--- src/rtl/pp_column_streamer.sv ---
// ---------------------------------------------------------------------------
// pp_column_streamer
//
// Producer end of the counter-tree interface. Accepts one pair of unsigned
// WIDTH-bit operands and streams the partial-product AND-array out one
// weight column per beat, column 0 first, for column-serial multiplication
// in downstream 3:2 / 7:3 counter stages. One multiplication in flight.
//
// Optional feature: define PP_COL_COUNT_EN to add the col_count output
// (popcount of the current column, the expected counter result).
//
// Ports:
//   clk        rising-edge clock
//   rst        asynchronous, active-high reset
//   in_valid   operand pair offered
//   in_ready   block can accept operands (high only in IDLE)
//   in_a       multiplicand, unsigned
//   in_b       multiplier, unsigned
//   out_valid  column beat valid (high only in STREAM)
//   out_ready  consumer accepts beat
//   col_bits   bit i = a[i] & b[k-i] when 0 <= k-i < WIDTH, else 0
//   col_idx    column weight k, 0 .. 2*WIDTH-2
//   col_last   high when col_idx == 2*WIDTH-2
//   col_count  (PP_COL_COUNT_EN only) popcount(col_bits)
//
// Handshake: a transfer happens on a rising edge where valid and ready are
// both high. Once out_valid is raised it stays high, and col_bits/col_idx/
// col_last stay stable, until the beat is taken; in_valid is ignored while
// in_ready is low.
// ---------------------------------------------------------------------------
module pp_column_streamer #(
   parameter  int WIDTH = 4,
   localparam int CW    = $clog2(2*WIDTH-1),
   localparam int CNTW  = $clog2(WIDTH+1)
) (
   input  logic             clk,
   input  logic             rst,
   input  logic             in_valid,
   output logic             in_ready,
   input  logic [WIDTH-1:0] in_a,
   input  logic [WIDTH-1:0] in_b,
   output logic             out_valid,
   input  logic             out_ready,
   output logic [WIDTH-1:0] col_bits,
   output logic [CW-1:0]    col_idx,
   output logic             col_last
`ifdef PP_COL_COUNT_EN
   ,
   output logic [CNTW-1:0]  col_count
`endif
);

   localparam logic [CW-1:0] LAST_IDX = CW'(2*WIDTH-2);

   typedef enum logic {
      IDLE   = 1'b0,
      STREAM = 1'b1
   } state_t;

   state_t           state;
   state_t           state_nxt;
   logic [WIDTH-1:0] a_q;
   logic [WIDTH-1:0] b_q;
   logic [CW-1:0]    idx_q;
   logic             accept;
   logic             beat;

   assign accept = in_valid & in_ready;
   assign beat   = out_valid & out_ready;

   // State register
   always_ff @(posedge clk or posedge rst) begin
      if (rst) begin
         state <= IDLE;
      end else begin
         state <= state_nxt;
      end
   end

   // Next-state logic
   always_comb begin
      state_nxt = state;
      case (state)
         IDLE:    if (accept)            state_nxt = STREAM;
         STREAM:  if (beat && col_last)  state_nxt = IDLE;
         default:                        state_nxt = IDLE;
      endcase
   end

   // Output logic
   always_comb begin
      in_ready  = 1'b0;
      out_valid = 1'b0;
      case (state)
         IDLE:    in_ready  = 1'b1;
         STREAM:  out_valid = 1'b1;
         default: in_ready  = 1'b0;
      endcase
   end

   // Operand and column-index registers. Operands are captured only on
   // accept, so input changes during a stream cannot reach the columns.
   always_ff @(posedge clk or posedge rst) begin
      if (rst) begin
         a_q   <= '0;
         b_q   <= '0;
         idx_q <= '0;
      end else begin
         if (accept) begin
            a_q   <= in_a;
            b_q   <= in_b;
            idx_q <= '0;
         end else if (beat && (idx_q < LAST_IDX)) begin
            idx_q <= idx_q + 1'b1;
         end
      end
   end

   assign col_idx  = idx_q;
   assign col_last = (idx_q == LAST_IDX);

   // Column k gathers every product bit a[i]&b[j] with i+j == k, placed at
   // row i. Derived purely from registered state, so it is stable under stall.
   always_comb begin
      col_bits = '0;
      for (int i = 0; i < WIDTH; i++) begin
         for (int j = 0; j < WIDTH; j++) begin
            if ((i + j) == int'(idx_q)) begin
               col_bits[i] = col_bits[i] | (a_q[i] & b_q[j]);
            end
         end
      end
   end

`ifdef PP_COL_COUNT_EN
   always_comb begin
      col_count = '0;
      for (int i = 0; i < WIDTH; i++) begin
         col_count = col_count + {{(CNTW-1){1'b0}}, col_bits[i]};
      end
   end
`endif

endmodule

--- config.mk ---
export PLATFORM = sky130hd
export DESIGN_NAME = pp_column_streamer
export DESIGN_NICKNAME = d
export VERILOG_FILES = /design/src/rtl/pp_column_streamer.sv
export SDC_FILE = /design/constraint.sdc
export NUM_CORES = 1
export LEC_CHECK = 0
export ABC_CLOCK_PERIOD_IN_PS = 4300
export CAP_MARGIN = 40
export CORE_MARGIN = 2
export CORE_UTILIZATION = 50
export CTS_BUF_LIST = sky130_fd_sc_hd__clkbuf_8
export DETAILED_ROUTE_END_ITERATION = 16
export PLACE_DENSITY_LB_ADDON = 0.12
export REMOVE_ABC_BUFFERS = 1
export SLEW_MARGIN = 25
export SYNTH_ARGS = -nofsm -noshare
export SYNTH_HDL_FRONTEND = slang
export SYNTH_SLANG_ARGS = --single-unit
export TNS_END_PERCENT = 20
--- constraint.sdc ---
create_clock -name clk -period 4.3 [get_ports clk]
set_input_delay 1.075 -clock clk [delete_from_list [all_inputs] [get_ports clk]]
set_output_delay 1.075 -clock clk [all_outputs]
set_load 0.05 [all_outputs]
Word-level counts from Yosys, hierarchy flattened
Cells that the tools add are included. W data, S select, Z words.

Add/subtract/negate cells: 1. Magnitude comparators: 1. Equality and inequality tests: 7. Multiplexer cells: 23. Bitwise gates (word level): 31. Reduce and logical (&&, ||, !) cells: 4.

Operator list (number): $mux W1 (20); $and A1 B1 Y1 (18); $eq A3 B3 Y1 const A (4); $or A1 B1 Y1 (12); $eq A2 B3 Y1 const A (2); $mux W3 (2); $add A3 B1 Y3 const B (1); $eq A3 B3 Y1 const B (1); $logic_not A3 Y1 (1); $lt A3 B3 Y1 const B (1); $logic_and A1 B1 Y1 (2); $pmux W1 S2 (1); $reduce_bool A2 Y1 (1); $not A1 Y1 (1).

Flip-flop bits (word level): 12. Output and inout bits: 10. Word-level logic and storage cells: 71.

Logic depth before layout (Yosys ltp)
Gate-level depths: netlist of the first run.

Depth in word-level cells: 8. Depth in mapped cells: 5. Mapped depth without buffers: 5.

Least setup slack after synthesis of the first run
Ideal clock, no wire load.

Path kind: reg-to-output. Start: register idx_q[1] (netlist: col_idx[1]). End: output port col_bits[2]. Arrival: 2.374 ns. Required time: 3.225 ns. Setup slack: 0.851 ns. Cell stages (with the launch flop): 6. Cells stage by stage: dfrtp_1 -> inv_1 -> ha_1 -> a22oi_1 -> a21o_1 -> a21boi_0.

Cells in the longest elaborated chain, start to end: 8.

RTL lines: from (decl) (RTL line 64) `logic [CW-1:0] idx_q;`; from (signal assigned) (RTL line 114) `idx_q <= idx_q + 1'b1;`; $eq A3 B3 Y1 (RTL line 128) `if ((i + j) == int'(idx_q)) begin`; $mux W1 (RTL line 128); $or A1 B1 Y1 (RTL line 129) `col_bits[i] = col_bits[i] | (a_q[i] & b_q[j]);`; $mux W1 (RTL line 128); $or A1 B1 Y1 (RTL line 129); $mux W1 (RTL line 128); $or A1 B1 Y1 (RTL line 129); $mux W1 (*) (RTL line 128); to (decl) (RTL line 44) `output logic [WIDTH-1:0] col_bits,`.

Mark *: on every way between the ends. The rest lies on a longest branch, timed or not.

Worst setup path in the final report of the first run
Start: register idx_q[1] (netlist: col_idx[1]). End: output port col_bits[3].

Same word-level chain as after synthesis.

==> results of run 1 <==
## registers in the layout, indices dropped and copies added, names as in the netlist
| name | cells |
|---|---|
| a_q | 4 |
| b_q | 4 |
| col_idx | 3 |
| state | 1 |
## power groups by stage
stage	clock network [mW]	logic, mW	registers [mW]
floorplan	0	0.272	0.286
global placement	0	0.459	0.235
detailed placement	0	0.465	0.238
CTS	0.130	0.469	0.236
global route	0.138	0.492	0.248
finish	0.129	0.467	0.238
## worst max-delay path by stage
| stage | start | end | slack (ns) |
|---|---|---|---|
| floorplan | col_idx[1] | col_bits[2] | 0.85 |
| global placement | col_idx[1] | col_bits[3] | 1.13 |
| detailed placement | col_idx[1] | col_bits[3] | 1.15 |
| CTS | col_idx[1] | col_bits[3] | 0.87 |
| global route | col_idx[1] | col_bits[2] | 0.72 |
| finish | col_idx[1] | col_bits[3] | 0.87 |
## final cells by class
type	count	area, µm²
tap	15	18.8
sequential	12	300
fill	106	347
clock buffer	4	55.1
multi-input combinational	44	352
timing repair buffer	21	210
inverter	5	18.8
## layer usage
layer | track usage | wire, µm | vias up
li1 | - | - | 273
met3 | 0.0924 | 93 | 5
met5 | 0 | 0 | -
met2 | 0.320 | 725 | 24
met1 | 0.225 | 627 | 285
met4 | 0.137 | 28 | 0
## cells by family after synthesis
logic type	Yosys count	synth area share
AND/OR/NAND/NOR	15	0.114
multiplexers	9	0.146
adder cells (fa/ha/maj)	5	0.0903
flip-flops	12	0.433
AO/OA/AOI/OAI	15	0.157
buffers and inverters	7	0.0596
## stage by stage
step / total power, mW / util
2_1_floorplan: 0.557 / -
3_3_place_gp: 0.694 / 0.691
3_5_place_dp: 0.703 / 0.691
4_1_cts: 0.835 / 0.734
5_1_grt: 0.877 / 0.734
6_report: 0.834 / 0.734
## cell usage in the layout, fill, tap and decap left out, drive strengths merged
| master | count |
|---|---|
| a21boi | 1 |
| a21o | 1 |
| a21oi | 2 |
| a222oi | 2 |
| a22oi | 2 |
| a311o | 2 |
| a31oi | 1 |
| and2 | 4 |
| clkbuf | 4 |
| clkdlybuf4s50 | 21 |
| dfrtp | 12 |
| ha | 5 |
| inv | 5 |
| mux2 | 9 |
| nand2 | 6 |
| nand3 | 2 |
| nor2 | 2 |
| nor2b | 1 |
| o211ai | 1 |
| o21ai | 3 |
==> summary.md, run 1 <==
| Metric | Value |
|---|---|
| TritonCTS clock tree | `built` |
| Port Buf Inserts | `21` |
| Critical path depth | `6` |
| Relative slew slack | `0.664` |
| Final HPWL from detailed placement | `1040 µm` |
| Router iterations before antenna repair | `5` |
| Post-route cell area | `955 µm²` |
| Result of the run | `finished clean` |
| Internal reg-to-reg setup slack | `2.99 ns` |
| Die height | `41.2 µm` |
| Slew @ Worst Pin | `0.503 ns` |
| Leading post-synthesis cells by instance count | `dfrtp_1 (12), mux2_2 (8), nand2_1 (6), ha_1 (5), inv_1 (5)` |
| Hold slack | `0.500 ns` |
| Net switching power | `0.388 mW` |
| Root buf cell | `clkbuf_8` |
| Async set-reset flop share out of synthesis | `1.00` |
| Critical Path Max Stage Delay | `0.69 ns` |
| Fin crit period | `3.43 ns` |
| Final cell count without fillers | `101` |
| Cell area after synthesis | `693 µm²` |
| Post-placement worst setup slack | `1.15 ns` |
| Critical path class | `flip-flop to output pin` |
| Largest vdd supply drop | `533 µV` |
| Clock latency of the later-clocked register in the worst-skew pair | `0.25 ns` |
| Category of the worst setup path capture point | `output pin` |
| Cells after synthesis | `63` |
| Die outline width | `41.2 µm` |
| Number of antenna violations at the first check in global routing | `0` |
| Final slew viol count | `0` |
| Layout cells sized above 1 | `0.151` |
| Clk sink count | `12` |
| Crit path cell chain | `inv_1, ha_1, a222oi_1, o21ai_0, and2_1, clkdlybuf4s50_1` |
| Total detailed-routing wirelength | `1470 µm` |
| Area delta synth->final | `37.7%` |
| Final worst slack | `0.871 ns` |
| Bufs and invs on worst path | `2` |
| Vias per inst | `5.81` |
| HP Start | `a_q[3]` |
| Clock-pin slew reported for the worst setup and hold paths after clock tree synthesis | `0.06 ns` |
| DR iter-0 viols | `11` |
| Number of register bits inferred by synthesis | `12` |
| Worst setup skew after layout | `0.00245 ns` |
| Hold Path Cell Cnt | `1` |
| Maximum root-to-sink buffer count | `2` |
| Period utilization | `0.797` |
| Total I/O pin count | `22` |
| Internal power summed over all cells | `0.446 mW` |
| Floorplan core area | `0.00130 mm²` |
| Fraction of power consumed by the clock network | `0.155` |
| Post-CTS Setup Bufs | `0` |
| Final Hold Fails | `0` |
| Number of flops mapped to enable cells by yosys | `0` |
| Post-route setup TNS | `0 ns` |
| Leading area contributor after synthesis | `dfrtp_1` |
| Largest net degree at the start of global routing | `13` |
| Class of the tightest hold or removal check | `flip-flop to flip-flop` |
| Fmax | `292 MHz` |
| Final weighted congestion in routability-driven placement | `0.839` |
| Global-route wire length before repair | `2140 µm` |
| Top_reg_cell synth | `dfrtp_1` |
| Pwr/cell area | `874 mW/mm²` |
| Number of nets in the finished design | `104` |
| RSZ-0062 raised after global routing | `false` |
| Sequential share of the synthesized area | `0.433` |
| Register share of total power | `0.285` |
| Final routed DRC violation total | `0` |
| Number of instances resized during post-cts repair | `0` |
| Crit path max fanout | `5` |
| Initial cell density of the core | `0.533` |
| Post-DR wirelength/cell | `14.6 µm` |
| Required time of the worst setup path | `3.22 ns` |
| Gr usage total | `0.207` |
| Nature of the critical path startpoint | `flip-flop` |
| Worst Hold Endpoint | `a_q[3]` |
| Leakage power of the design | `0.418 nW` |
| Number of distinct library cells after synthesis | `20` |
| GRT Residual Overflow | `0` |
| Synth Area per Inst | `11.0 µm²` |
| Number of instances in the placed design | `97` |
| Largest cells by area after synthesis | `dfrtp_1 (43%), mux2_2 (13%), ha_1 (9.0%)` |
| Number of hold-repair buffers added at the cts stage | `0` |
| Number of routed nets with antenna violations | `0` |
| Number of antenna diodes | `0` |
| Number of buffers created by CTS | `3` |
| Worst Path Arrival | `2.35 ns` |
| Die footprint | `0.00170 mm²` |
| Placement row count | `13` |
| Warning count from the yosys run | `0` |
| Placed Area | `900 µm²` |
| Library cell with the highest instance count after synthesis | `dfrtp_1` |
| Slowest stage cell on the critical path | `clkdlybuf4s50_1` |
| Switching portion of total power | `0.465` |
| Gate power share | `0.560` |
| Startpoint of the worst register-to-register path | `state` |
| Reg2Reg Depth | `2` |
| Maximum capacitance violations | `0` |
| H-tree depth | `1` |
| Capture point of the worst reg-to-reg path | `a_q[2]` |
| Number of global-route vias before repair | `514` |
| Worst path top cell family by delay | `buffers and inverters` |
| Setup-violating endpoint count in the final report | `0` |
| Proportion of netlist area held by the largest area contributor | `0.433` |
| Count of vias placed by the detailed router | `587` |
Note: power is estimated with default switching activity, not from simulation.
==> run 2: changes to the inputs <==
- ABC_CLOCK_PERIOD_IN_PS: 4300 -> 3270
- CORE_UTILIZATION: 50 -> 47
- clock period: 4.3 -> 3.27 ns (I/O delays scaled with it)
==> run 2 against run 1 <==
Net effect: wire length up 3.4%; design area up 0.26%; clock-buffer cell count unchanged; sequential share of layout area down 0.082 points; register-to-register slack worse by 1.1 ns; die area up 5.8%; non-clock buffer count unchanged; critical path depth unchanged; final cell count unchanged; clock skew about the same; clock power up 28%; combinational power up 32%; largest power group unchanged.
==> summary.md, run 2 (synthesis gave the netlist of run 1 again) <==
| Metric | Value |
|---|---|
| Result of the run | `finished clean` |
| Setup-violating endpoint count in the final report | `0` |
| Final HPWL from detailed placement | `1060 µm` |
| Fmax | `315 MHz` |
| Worst setup skew after layout | `0.00256 ns` |
| RSZ-0062 raised after global routing | `false` |
| Post-DR wirelength/cell | `15.1 µm` |
| Final worst slack | `0.0983 ns` |
| Post-placement worst setup slack | `0.397 ns` |
| Hold slack | `0.499 ns` |
| Global-route wire length before repair | `2440 µm` |
| Relative slew slack | `0.668` |
| Post-route core utilization | `0.718` |
| Total detailed-routing wirelength | `1520 µm` |
| Number of routed nets with antenna violations | `0` |
| Largest vdd supply drop | `693 µV` |
| Number of antenna diodes | `0` |
| Area delta synth->final | `38.1%` |
| Number of hold-repair buffers added at the cts stage | `0` |
| Count of vias placed by the detailed router | `567` |
| Clock-pin slew reported for the worst setup and hold paths after clock tree synthesis | `0.05 ns` |
| Clk sink count | `12` |
| Layout cells sized above 1 | `0.151` |
| Final slew viol count | `0` |
| Slew @ Worst Pin | `0.496 ns` |
| H-tree depth | `1` |
| Class of the tightest hold or removal check | `flip-flop to flip-flop` |
| Hold Path Cell Cnt | `1` |
| Filler instances | `106` |
| Port Buf Inserts | `21` |
| Maximum root-to-sink buffer count | `2` |
| Leading cell type in the layout, fill and taps excluded | `clkdlybuf4s50_1` |
| Final weighted congestion in routability-driven placement | `0.836` |
| Root buf cell | `clkbuf_8` |
| Maximum capacitance violations | `0` |
| Largest net degree at the start of global routing | `13` |
| Vias per inst | `5.61` |
| Final cell count without fillers | `101` |
| Period utilization | `0.970` |
| Post-route cell area | `957 µm²` |
| Final routed DRC violation total | `0` |
| Placement row count | `13` |
| TritonCTS clock tree | `built` |
| Die outline width | `42.4 µm` |
| Number of antenna violations at the first check in global routing | `0` |
| Router iterations before antenna repair | `6` |
| Total I/O pin count | `22` |
| Critical path class | `flip-flop to output pin` |
| Commonest cells after routing, fill and taps aside | `clkdlybuf4s50_1 (20), dfrtp_1 (12), mux2_2 (8)` |
| Crit path max fanout | `5` |
| Total power after layout | `1.10 mW` |
| Pwr/cell area | `1140 mW/mm²` |
| Floorplan core area | `0.00133 mm²` |
| DR iter-0 viols | `13` |
| Number of nets in the finished design | `104` |
| Die height | `42.4 µm` |
| Reg2Reg Depth | `2` |
| Final Hold Fails | `0` |
| GRT Residual Overflow | `0` |
| Placed Area | `900 µm²` |
| Required time of the worst setup path | `2.45 ns` |
| Nature of the critical path startpoint | `flip-flop` |
| Initial cell density of the core | `0.520` |
| Category of the worst setup path capture point | `output pin` |
| Worst Path Arrival | `2.35 ns` |
| Clock latency of the later-clocked register in the worst-skew pair | `0.25 ns` |
| Post-route setup TNS | `0 ns` |
| Number of instances resized during post-cts repair | `0` |
| Post-CTS Setup Bufs | `0` |
| Leakage power of the design | `0.434 nW` |
| Die footprint | `0.00180 mm²` |
| Area of the multi-input gates | `352 µm²` |
| Number of global-route vias before repair | `574` |
| Fin crit period | `3.17 ns` |
| Number of instances in the placed design | `97` |
| Total area of sequential cells | `300 µm²` |
| Gr usage total | `0.188` |
| Number of buffers created by CTS | `3` |
run 2: final timing paths:
| kind | slack (ns) | endpoint | startpoint |
|---|---|---|---|
| max in group asynchronous | 2.07 | b_q[2] | rst |
| worst min register to register | 0.50 | a_q[3] | a_q[3] |
| worst max-delay path | 0.1 | col_bits[3] | col_idx[1] |
| worst max register to register | 1.91 | a_q[0] | state |
| min in group asynchronous | 0.88 | col_idx[0] | rst |
| worst min-delay path | 0.50 | a_q[3] | a_q[3] |
run 2: cell type report:
cell class | count | area share
well taps | 15 | 0.0196
multi-input cells | 44 | 0.367
flip-flops and latches | 12 | 0.314
inverters | 5 | 0.0196
repair buffers | 21 | 0.222
clock buffers | 4 | 0.0575
run 2: where the power goes:
group	switching, mW	internal [mW]
registers	0.0896	0.224
logic	0.362	0.255
clock network	0.0587	0.107
total	0.511	0.585
run 2: critical path, stage by stage, from the launching register on:
cell and delay [ns]:
dfrtp_1 0.41, inv_1 0.12, ha_1 0.25, a222oi_1 0.34, o21ai_0 0.13, and2_1 0.17, clkdlybuf4s50_1 0.69
run 2: metal layers:
layer  vias up  track usage  share of wire
met5         -            0              0
met4         0        0.163          0.041
met3         9       0.0517          0.060
met2        23        0.305           0.49
met1       263        0.197           0.41
li1        272            -              -
==> run 3: changes to the inputs <==
--- a/config.mk
+++ b/config.mk
@@ -13,2 +13,3 @@
 export DETAILED_ROUTE_END_ITERATION = 16
+export GPL_TIMING_DRIVEN = 0
 export PLACE_DENSITY_LB_ADDON = 0.12
==> constraint.sdc (replaced) <==
create_clock -name clk -period 3.27 [get_ports clk]
set_input_delay 0.654 -clock clk [delete_from_list [all_inputs] [get_ports clk]]
set_output_delay 0.654 -clock clk [all_outputs]
set_load 0.05 [all_outputs]
==> run 3 against run 2 <==
Net effect: worst hold slack improved by 0.0034 ns; die area did not move; global-route usage fell by 0.41 points; wire length fell by 7.3%; via count fell by 2.8%; power fell by 0.43%; first-iteration DRC count rose by 31%; critical path depth did not move; clock power barely moved; clock-buffer cell count did not move.
==> summary.md, run 3 (synthesis gave the netlist of run 1 again) <==
| Metric | Value |
|---|---|
| Number of instances in the placed design | `97` |
| Final routed DRC violation total | `0` |
| Total I/O pin count | `22` |
| Total detailed-routing wirelength | `1410 µm` |
| GR Layer Usage met1 | `0.217` |
| Maximum root-to-sink buffer count | `2` |
| Met2 track demand over resource in global routing | `0.295` |
| Nature of the critical path startpoint | `flip-flop` |
| Busiest layer in global routing | `met2` |
| Die height | `42.4 µm` |
| Period utilization | `0.918` |
| Number of nets in the finished design | `104` |
| Number of instances resized during post-cts repair | `0` |
| Router iterations before antenna repair | `4` |
| Vias per inst | `5.46` |
| Number of global-route vias before repair | `559` |
| Leakage power of the design | `0.418 nW` |
| Critical path class | `flip-flop to output pin` |
| Clk sink count | `12` |
| Class of the tightest hold or removal check | `flip-flop to flip-flop` |
| Root buf cell | `clkbuf_8` |
| Maximum capacitance violations | `0` |
| Clock-pin slew reported for the worst setup and hold paths after clock tree synthesis | `0.05 ns` |
| Number of routed nets with antenna violations | `0` |
| Final Hold Fails | `0` |
| Initial cell density of the core | `0.520` |
| Post-route setup TNS | `0 ns` |
| Die footprint | `0.00180 mm²` |
| Area delta synth->final | `37.7%` |
| Worst Path Arrival | `2.35 ns` |
| Pwr/cell area | `1140 mW/mm²` |
| Required time of the worst setup path | `2.62 ns` |
| Largest net degree at the start of global routing | `13` |
| Number of antenna violations at the first check in global routing | `0` |
| Setup-violating endpoint count in the final report | `0` |
| Number of hold-repair buffers added at the cts stage | `0` |
| Floorplan core area | `0.00133 mm²` |
| Die outline width | `42.4 µm` |
| Category of the worst setup path capture point | `output pin` |
| TritonCTS clock tree | `built` |
| Slew @ Worst Pin | `0.493 ns` |
| Number of antenna diodes | `0` |
| Count of vias placed by the detailed router | `551` |
| Clock latency of the later-clocked register in the worst-skew pair | `0.24 ns` |
| Port Buf Inserts | `21` |
| Fin crit period | `3.00 ns` |
| Result of the run | `finished clean` |
| Final weighted congestion in routability-driven placement | `0.699` |
| Largest vdd supply drop | `659 µV` |
| Worst setup skew after layout | `0.00118 ns` |
| Post-DR wirelength/cell | `14.0 µm` |
| GRT Residual Overflow | `0` |
| DR iter-0 viols | `17` |
| Number of buffers created by CTS | `3` |
| Post-CTS Setup Bufs | `0` |
| Final cell count without fillers | `101` |
| Gr usage total | `0.184` |
| Final HPWL from detailed placement | `1020 µm` |
| Leading cell type in the layout, fill and taps excluded | `clkdlybuf4s50_1` |
| Final slew viol count | `0` |
| Commonest cells after routing, fill and taps aside | `clkdlybuf4s50_1 (21), dfrtp_1 (12), mux2_2 (8)` |
| RSZ-0062 raised after global routing | `false` |
| Fraction of met3 tracks used by global routing | `0.0560` |
| Fmax | `333 MHz` |
| Relative slew slack | `0.670` |
| Global-route wire length before repair | `2440 µm` |
| Placement row count | `13` |
| Layout cells sized above 1 | `0.151` |
| Crit path max fanout | `5` |
| H-tree depth | `1` |
| Filler instances | `108` |
-- run 3: metal layers --
| layer | vias to the layer above | share of wire |
|---|---|---|
| met5 | - | 0 |
| met4 | 0 | 0.033 |
| met3 | 6 | 0.058 |
| met2 | 26 | 0.46 |
| met1 | 248 | 0.44 |
| li1 | 271 | - |
-- run 3: layout make-up --
class | count | area, µm² | area share
timing repair buffer | 21 | 210 | 0.220
tap | 15 | 18.8 | 0.0197
clock buffer | 4 | 55.1 | 0.0577
inverter | 5 | 18.8 | 0.0197
multi-input combinational | 44 | 352 | 0.368
sequential | 12 | 300 | 0.315
-- run 3: metrics by stage --
| step | area (µm²) | setup slack (ns) | power (mW) | utilization | hold WS (ns) |
|---|---|---|---|---|---|
| 2_1_floorplan | 671 | 0.242 | 0.733 | - | 0.472 |
| 3_3_place_gp | 900 | 0.579 | 0.906 | 0.674 | 0.481 |
| 3_5_place_dp | 900 | 0.543 | 0.922 | 0.674 | 0.495 |
| 4_1_cts | 955 | 0.269 | 1.10 | 0.716 | 0.505 |
| 5_1_grt | 955 | 0.141 | 1.16 | 0.716 | 0.515 |
| 6_report | 955 | 0.269 | 1.09 | 0.716 | 0.503 |
-- run 3: final timing paths --
path	start	end	slack, ns	depth (start not counted)
min reg2reg	a_q[2]	a_q[2]	0.50	1
min in group asynchronous	rst	a_q[3]	0.72	2
max	col_idx[1]	col_bits[3]	0.27	6
max in group asynchronous	rst	state	2.23	2
max reg2reg	state	a_q[3]	1.94	2
min	a_q[2]	a_q[2]	0.50	1
-- run 3: critical path, cell delays in order, from the launching register on --
cell,delay (ns)
dfrtp_1,0.40
inv_1,0.11
ha_1,0.24
a222oi_1,0.35
o21ai_0,0.14
and2_1,0.17
clkdlybuf4s50_1,0.69
-- run 3: power by group --
| group | leakage, nW | internal [mW] | total (mW) | switching, mW |
|---|---|---|---|---|
| Sequential | 0.141 | 0.224 | 0.313 | 0.0890 |
| Combinational | 0.249 | 0.257 | 0.615 | 0.359 |
| Clock | 0.0288 | 0.106 | 0.163 | 0.0564 |
